File: src/rtl/delay_echo_fb.sv
// Programmable-delay echo: y[n] = sat(x[n] + g*buf[n-D]), fixed 2-cycle latency, no backpressure.
// DELAY_ECHO_FEEDBACK_EN: buffer stores y (recursive echo); otherwise it stores x (single echo).
module delay_echo_fb #(
  parameter int DATA_WIDTH = 16,
  parameter int DEPTH      = 128,
  parameter int GAIN_WIDTH = 8
) (
  input  logic                          i_clk,
  input  logic                          i_rst,
  input  logic                          i_valid,
  input  logic signed [DATA_WIDTH-1:0]  i_data,
  input  logic [$clog2(DEPTH)-1:0]      i_delay,
  input  logic [GAIN_WIDTH-1:0]         i_gain,
  output logic                          o_valid,
  output logic signed [DATA_WIDTH-1:0]  o_data
);

  localparam int AW = $clog2(DEPTH);
  localparam int PW = DATA_WIDTH + GAIN_WIDTH + 1;

  logic [DATA_WIDTH-1:0] mem [DEPTH];

  logic [AW-1:0]                wr_ptr;
  logic [AW-1:0]                fill;
  logic [AW-1:0]                rd_idx;

  logic                         s1_vld;
  logic                         s1_use;
  logic                         s1_fwd;
  logic signed [DATA_WIDTH-1:0] s1_x;
  logic signed [DATA_WIDTH-1:0] s1_ram;
  logic signed [DATA_WIDTH-1:0] s1_fwd_dat;
  logic [GAIN_WIDTH-1:0]        s1_gain;
  logic [AW-1:0]                s1_slot;

  logic signed [DATA_WIDTH-1:0] dly;
  logic signed [PW-1:0]         d_ext;
  logic signed [PW-1:0]         g_ext;
  logic signed [PW-1:0]         prod;
  logic signed [DATA_WIDTH:0]   echo;
  logic signed [DATA_WIDTH:0]   sum;
  logic signed [DATA_WIDTH-1:0] y;
  logic signed [DATA_WIDTH-1:0] store;
  logic                         unused_prod_lsb;

  assign rd_idx = wr_ptr - i_delay;

  // Taking the upper DATA_WIDTH+1 product bits is the floor shift by GAIN_WIDTH.
  assign dly   = s1_use ? (s1_fwd ? s1_fwd_dat : s1_ram) : '0;
  assign d_ext = {{(GAIN_WIDTH+1){dly[DATA_WIDTH-1]}}, dly};
  assign g_ext = {{(DATA_WIDTH+1){1'b0}}, s1_gain};
  assign prod  = d_ext * g_ext;
  assign echo  = prod[PW-1:GAIN_WIDTH];
  assign sum   = {s1_x[DATA_WIDTH-1], s1_x} + echo;
  assign unused_prod_lsb = ^prod[GAIN_WIDTH-1:0];

  always_comb begin
    y = sum[DATA_WIDTH-1:0];
    if (sum[DATA_WIDTH] != sum[DATA_WIDTH-1]) begin
      y = sum[DATA_WIDTH] ? {1'b1, {(DATA_WIDTH-1){1'b0}}}
                          : {1'b0, {(DATA_WIDTH-1){1'b1}}};
    end
  end

`ifdef DELAY_ECHO_FEEDBACK_EN
  assign store = y;
`else
  assign store = s1_x;
`endif

  // Buffer: stage-2 write, stage-1 registered read (stale read-during-write value is bypassed).
  always_ff @(posedge i_clk) begin
    if (s1_vld) begin
      mem[s1_slot] <= store;
    end
    if (i_valid) begin
      s1_ram <= mem[rd_idx];
    end
  end

  always_ff @(posedge i_clk) begin
    if (i_valid) begin
      s1_x       <= i_data;
      s1_gain    <= i_gain;
      s1_slot    <= wr_ptr;
      s1_use     <= (i_delay != '0) && (fill >= i_delay);
      s1_fwd     <= s1_vld && (s1_slot == rd_idx);
      s1_fwd_dat <= store;
    end
  end

  always_ff @(posedge i_clk) begin
    if (i_rst) begin
      wr_ptr  <= '0;
      fill    <= '0;
      s1_vld  <= 1'b0;
      o_valid <= 1'b0;
      o_data  <= '0;
    end else begin
      s1_vld  <= i_valid;
      o_valid <= s1_vld;
      if (i_valid) begin
        wr_ptr <= wr_ptr + AW'(1);
        if (fill != AW'(DEPTH - 1)) begin
          fill <= fill + AW'(1);
        end
      end
      if (s1_vld) begin
        o_data <= y;
      end
    end
  end

endmodule

File: config.mk
export PLATFORM = sky130hd
export DESIGN_NAME = delay_echo_fb
export DESIGN_NICKNAME = d
export VERILOG_FILES = /design/src/rtl/delay_echo_fb.sv
export SDC_FILE = /design/constraint.sdc
export NUM_CORES = 2
export LEC_CHECK = 0
export ABC_AREA = 1
export BUFFER_PORTS_ARGS = -buffer_cell sky130_fd_sc_hd__clkbuf_2
export CORE_MARGIN = 2
export CORE_UTILIZATION = 55
export DETAILED_ROUTE_END_ITERATION = 8
export GPL_ROUTABILITY_DRIVEN = 0
export GPL_TIMING_DRIVEN = 1
export HOLD_SLACK_MARGIN = 0.08
export PLACE_DENSITY_LB_ADDON = 0.15
export RECOVER_POWER = 50
export SYNTH_ARGS = -nofsm -noshare
export SYNTH_HDL_FRONTEND = slang
export SYNTH_SLANG_ARGS = --single-unit
File: constraint.sdc
create_clock -name i_clk -period 7.8 [get_ports i_clk]
set_clock_uncertainty 0.2 [all_clocks]
set_input_delay 0.78 -clock i_clk [delete_from_list [all_inputs] [get_ports i_clk]]
set_output_delay 0.78 -clock i_clk [all_outputs]
set_load 0.005 [all_outputs]
Word-level counts from Yosys, hierarchy flattened. Memory sizes are Yosys's and may differ from the RTL's. A register that Yosys moved wholly into a read port is not among the register bits. Index checks and enable logic that the tools add are counted.

Multiply operators: 1. Mux-type cells: 6. Add/subtract/negate cells: 4. Equality and inequality tests: 3. Magnitude comparators: 1. Reduce and logical (&&, ||, !) cells: 4.

Operator list (count): 16-bit two-way mux (4); 16-bit by 9-bit multiplier with 25-bit output (1); 17-bit adder (1); 7-bit by 1-bit adder with 7-bit output (second input constant) (2); 7-bit equality test (1); 7-bit >= comparator (1); 7-bit inequality test (second input constant) (1); 7-bit nonzero test (1); 7-bit subtractor (1); 1-bit logical AND (2); 1-bit two-way mux (2); 2-bit AND reduction (1); 1-bit inequality test (1).

Output and inout bits: 17. Bits of input ports: 34. Memories: 1. Logic and storage cells: 31. Flip-flop bits (word level): 81. Memory bits (writable): 2048.

Memories: mem (depth 128, width 16, rd ports 1, clocked after memory_dff 1, write ports 1, RTL line 21) `logic [DATA_WIDTH-1:0] mem [DEPTH];`.

Depth between registers and ports, before layout.
Depth after elaboration: 6. Gate-level depth with buffers: 45. Gate-level depth less buffers: 44.

Least setup slack after synthesis. OpenSTA, ideal clock, no wires.

Path kind: flip-flop to flip-flop. From: register s1_fwd. To: register o_data[14]. Stages on the path, launching flop included: 37. Path buffers: 3. Arrival time: 6.377 ns. Data required time: 7.534 ns. Setup slack: 1.156 ns. Clock period less this slack: 6.644 ns. Setup time: 0.066 ns. Cell sequence: edfxtp_1 -> buf_4 -> inv_4 -> clkbuf_1 -> nor2_1 -> nor3_1 -> nand2_1 -> fa_1 -> inv_1 -> fa_1 -> fa_1 -> inv_1 -> fa_1 -> inv_1 -> ha_1 -> nand2_1 -> nor2_1 -> nand4_1 -> o21bai_1 -> a21boi_1 -> o21ai_1 -> xor2_1 -> inv_1 -> ha_1 -> inv_1 -> nor3_1 -> inv_1 -> nor3_1 -> nand2_1 -> nand2_1 -> inv_1 -> nand3_1 -> nand3b_1 -> nand2_1 -> inv_2 -> buf_6 -> a21oi_2.

Cells in the longest elaborated chain, start to end: 6. Elaborated cells between the ends (all ways): 7. Those cells by class: add/sub (1); mul (1); eq/ne (1); mux (4).

Ends and longest elaborated chain: start: declaration (RTL line 29) `logic s1_fwd;`; start signal: assignment (RTL line 87) `s1_fwd <= s1_vld && (s1_slot == rd_idx);`; 16-bit two-way mux * (2 in series) (RTL line 49) `assign dly = s1_use ? (s1_fwd ? s1_fwd_dat : s1_ram) : '0;`; 16-bit by 9-bit multiplier with 25-bit output * (RTL line 52) `assign prod = d_ext * g_ext;`; 17-bit adder * (RTL line 54) `assign sum = {s1_x[DATA_WIDTH-1], s1_x} + echo;`; 16-bit two-way mux / 1-bit inequality test (equally long branches) (RTL line 60, 59); 16-bit two-way mux * (RTL line 59) `if (sum[DATA_WIDTH] != sum[DATA_WIDTH-1]) begin`; end signal: assignment (RTL line 109) `o_data <= y;`; end: declaration (RTL line 15) `output logic signed [DATA_WIDTH-1:0] o_data`.

Every way passes the cells marked *; elsewhere a longest branch is shown, timed or not. A chain may end at the register's enable or synchronous reset.

Worst setup path after layout.
From: register s1_use. To: register o_data[4].

Cells in the longest elaborated chain, start to end: 5. Elaborated cells between the ends (all ways): 6. Those cells by class: add/sub (1); mul (1); eq/ne (1); mux (3).

Ends and longest elaborated chain: start: declaration (RTL line 28) `logic s1_use;`; start signal: assignment (RTL line 86) `s1_use <= (i_delay != '0) && (fill >= i_delay);`; 16-bit two-way mux * (RTL line 49); 16-bit by 9-bit multiplier with 25-bit output * (RTL line 52); 17-bit adder * (RTL line 54); 16-bit two-way mux / 1-bit inequality test (equally long branches) (RTL line 60, 59); 16-bit two-way mux * (RTL line 59).

Marks and branches as above.

==> results by stage <==
GRT:
- The number of antenna violations at the first check in global routing came to 7.
- The via count of the first global-routing pass is 56,300.
- The aggregate global routing overflow is 0.
- Entering global routing, the biggest net connects 203 pins.
- The first-pass GRT wire length is 358,900 µm.
- The overall routing resource usage is around 28%.

Finish:
- The final net count is 7,660.
- Leaving out fill and tap cells, the most frequent cell in the layout is edfxtp_1.
- From synthesis to final layout, the design area changed by 10.75%.
- The number of standard cells in the final layout excluding fillers is 9,814.
- The share of layout cells above drive strength 1 is about 8.6%.
- The top cell types in the final layout, fill and taps aside, are edfxtp_1, nor2_1, o21ai_0.
- Measured on the finished design, the core utilization comes to 61.35%.

Setup path:
- The startpoint identified for the worst register-to-register timing path is s1_use.
- The maximum fanout along the worst path is 13.
- The worst register-to-register path ends at o_data[4].
- The category of the most critical setup path is flop to flop.
- Counting stages on the worst path, the most repeated cell is inv_1.
- On the worst path, the slowest cell contributes a delay of about 570 ps.
- The kind of start point of the critical path is a flop.
- The slowest stage of the critical path is the fa_1 cell.
- Following the worst setup path forward leads to its endpoint at o_data[4].
- STA puts the critical path data arrival time at 7770 ps.
- The critical path starts at s1_use.
- The worst register-to-register path has a setup slack of 530 ps.
- Measured in cells, the most critical reg-to-reg path has a length of 33.
- The worst path required time is 8300 ps.
- The type of element capturing the critical path is a flop.

Synthesis:
- The parity-gate share of the synthesized area counting xor and xnor cells is 0.3993%.
- The complex-gate fraction of the synthesized area is between 10% and 20%.
- The Yosys step of the flow raised 0 warnings.
- Synthesis produced a netlist whose cell count is around 7,400.
- The net count after synthesis is 7,595.
- The mean post-synth cell area is about 12 µm².
- The flip-flop cell with the highest count after synthesis is edfxtp_1.
- Yosys attributes the largest share of cell area to edfxtp_1, nor2_1, o32ai_1.
- The synthesis-stage register bit count is 2,145.
- The mapped netlist covers between 90,000 and 100,000 µm².
- After synthesis, the share of cell area in mux cells is 0.6400%.
- Counting distinct cell types in the post-synthesis netlist gives 47.
- The synthesized netlist devotes approximately a tenth of its cell area to simple gates.
- After synthesis, the largest family of logic cells by area is compound AO/OA/AOI/OAI gates.
- After Yosys synthesis, full adders, half adders and majority gates account for 3.320% of the synthesized area.
- Sequential elements use between 70 and 80% of the synthesized area.
- The number of enable flip-flop cells after synthesis is 2,113.
- The cell taking the most area after synthesis is edfxtp_1.
- Of the post-synthesis cell area, the dominant cell type holds 69.35%.
- The share of synthesized registers carrying an async set or reset is 0%.

Die:
- The floorplan step defined a core boundary enclosing ~170,000 µm².
- The starting density of the core is a little under three fifths.
- The die area is approximately 170,000 µm².
- After floorplanning, the core was divided into 149 placement rows.
- Pin placement for this block handled a little over 50 I/O pins.
- The die outline width is 411.9 µm.
- The die is 411.9 µm tall.

CTS:
- The root buffer cell chosen for the clock tree is clkbuf_16.
- Counting every sink on the clock net gives 2,145.
- The TritonCTS clock tree is done.
- In this run, CTS created clock tree buffers numbering around 210.
- The clock transition time at the flip-flop clock pins of the worst setup and hold paths is 60 ps.
- Counting along the longest clock path gives a buffer depth of 3.
- The clock latency of the later-clocked register in the worst-skew pair is ~860 ps.
- The H-tree generated during clock tree synthesis spans 4 levels.

Outcome:
- The checks that failed: capacitance limit, slew limit.
- The run finished, with violations left.

Place:
- Including well taps, the total number of placed cells is around 9,400.
- During placement, the flow inserted port buffers numbering 50.
- Summed over all nets, the half-perimeter wirelength after detailed placement is 139,200 µm.
- Before CTS, the worst setup slack after placement is 386.9 ps.

Route:
- The number of optimization iterations in the first detailed-route pass is 7.
- The per-cell routed wire length is about 25 µm.
- The first routing iteration left 7,449 violations.
- The via density per instance is 6.023.
- The antenna violation net count after detailed routing is 0.
- The sum of routed wire length over all layers is 241,400 µm.
- The DRC violations left is 0.
- The count of vias placed by the detailed router is 59,110.

Timing:
- The transition at the pin with the smallest max-transition slack is 3139 ps.
- The fraction of the cycle the final worst path needs is 93.21%.
- Derived from the worst setup path, the maximum achievable clock frequency is 137.5 MHz.
- The final max-slew violation count was around 260.
- In this run the tightest slew margin relative to its limit is -109.3%.
- Setup violations remaining at the end of the flow were counted as 0.
- The number of failing hold endpoints at the final stage came to 0.
- Setup repair after global routing could not meet its margin everywhere.
- In the post-route analysis, the smallest setup slack over all paths is 529.4 ps.
- The time the final worst path needs with I/O delays and setup is about 7300 ps.

Hold path:
- The worst hold path was traced through 5 stages.
- The path class of the tightest hold or removal check is primary input to flop.

Power:
- The net switching share of the total power is 29.23%.
- The leakage power summed over all cells is ~35 nW.
- Combinational logic is responsible for between 10% and 20% of the overall power.
- Internal power comes to 19.93 mW.
- The switching power total is ~8.2 mW.
- The sequential power share is between 40% and 50%.
- Dividing total power by cell area gives a power density of about 280 nW/µm².
- The clock group share of total power is 34.4%.
- The peak supply drop is 302.7 µV.

Flow run:
- The number of max-cap violations is 6.
## synthesized netlist by cell type (2+ instances only)
library cell	n
xnor2_1	15
inv_4	2
nand3_2	4
o21ai_0	610
a21oi_1	52
fa_1	103
o21a_1	3
buf_1	26
or2_2	2
inv_2	3
o211ai_1	129
clkinv_1	2
buf_6	16
nand2_1	535
clkbuf_1	319
a21oi_2	11
nand3_1	85
buf_4	47
buf_2	60
ha_1	78
dfxtp_1	32
nor2_1	1878
inv_1	455
nor4_1	3
a21boi_0	3
edfxtp_1	2113
mux2_2	51
o21ai_1	150
nor3_1	27
o21bai_1	2
a31oi_1	3
a21boi_1	2
o32ai_1	512
nand4_1	5
xor2_1	23
nand2_2	4
a21o_1	5
## how the worst min path moves through the flow
stage,from,endpoint
global placement,wr_ptr[6],s1_slot[6]
finish,i_delay[1],s1_use
floorplan,wr_ptr[3],s1_slot[3]
CTS,i_delay[1],s1_use
detailed placement,wr_ptr[6],s1_slot[6]
global route,i_delay[1],s1_use
## timing repair
item	4_1_cts	5_1_grt
resized for setup	0	4
buffers inserted	0	6
hold buffers	26	0
setup endpoints to repair	0	15
hold endpoints to repair	31	0
## state kept, by name, summed over array words and instances, names as in the netlist
register,cells
o_valid,1
fill,7
s1_use,1
s1_fwd_dat,16
s1_fwd,1
wr_ptr,7
s1_vld,1
s1_ram,16
s1_gain,8
s1_x,16
o_data,16
mem,2048
s1_slot,7
## critical path: cells and delay by family (launching register included)
family | cells | cell delay, ps
AOI/OAI and AO/OA | 4 | 670
DFF | 1 | 490
xor gates and xnor gates | 1 | 160
buffers and inverters | 10 | 1210
and+or+nand+nor | 12 | 1680
adders and majority gates | 6 | 2740
## power groups by stage
stage	combinational, mW	sequential (mW)	clock (mW)
3_5_place_dp	5.47	13.1	0
3_3_place_gp	5.41	13.1	0
5_1_grt	6.10	12.9	10.2
4_1_cts	5.52	12.9	9.80
6_report	5.59	12.9	9.69
2_1_floorplan	3.61	13.3	0
## through the flow
stage	total power, mW	TNS (ps)	hold slack [ps]	instance area, µm²
global route	29.21	-36.30	285.9	101300
finish	28.17	0	271.9	101300
detailed placement	18.60	0	276.5	94520
CTS	28.21	0	244.8	101300
global placement	18.54	0	278.9	94520
floorplan	16.86	0	234.2	91490
## layout make-up
type                            instances  area [µm²]
Timing Repair Buffer                  320        2604
Fill cell                           12770       63850
Multi-Input combinational cell       4305       23610
Tap cell                             2189        2739
Inverter                              462        1759
Sequential cell                      2145       64090
Clock inverter                        116       905.9
Antenna cell                            6       15.01
Clock buffer                          271        5600
## cell families after synthesis
group / after synthesis
simple gates: 2545
xor+xnor: 40
buf+inv: 930
mux: 52
compound gates: 1487
fa+ha+maj: 181
flops: 2145
## metal layers
layer  up-vias  track usage, %  part of all wire (%)
met2      2423           44.78                    47
met5         -          0.8479                 0.079
li1      26680               -                     -
met1     29540           38.53                    40
met3       466           5.892                   8.2
met4         6           11.41                   4.2
Power figures use the tool's default switching activity.
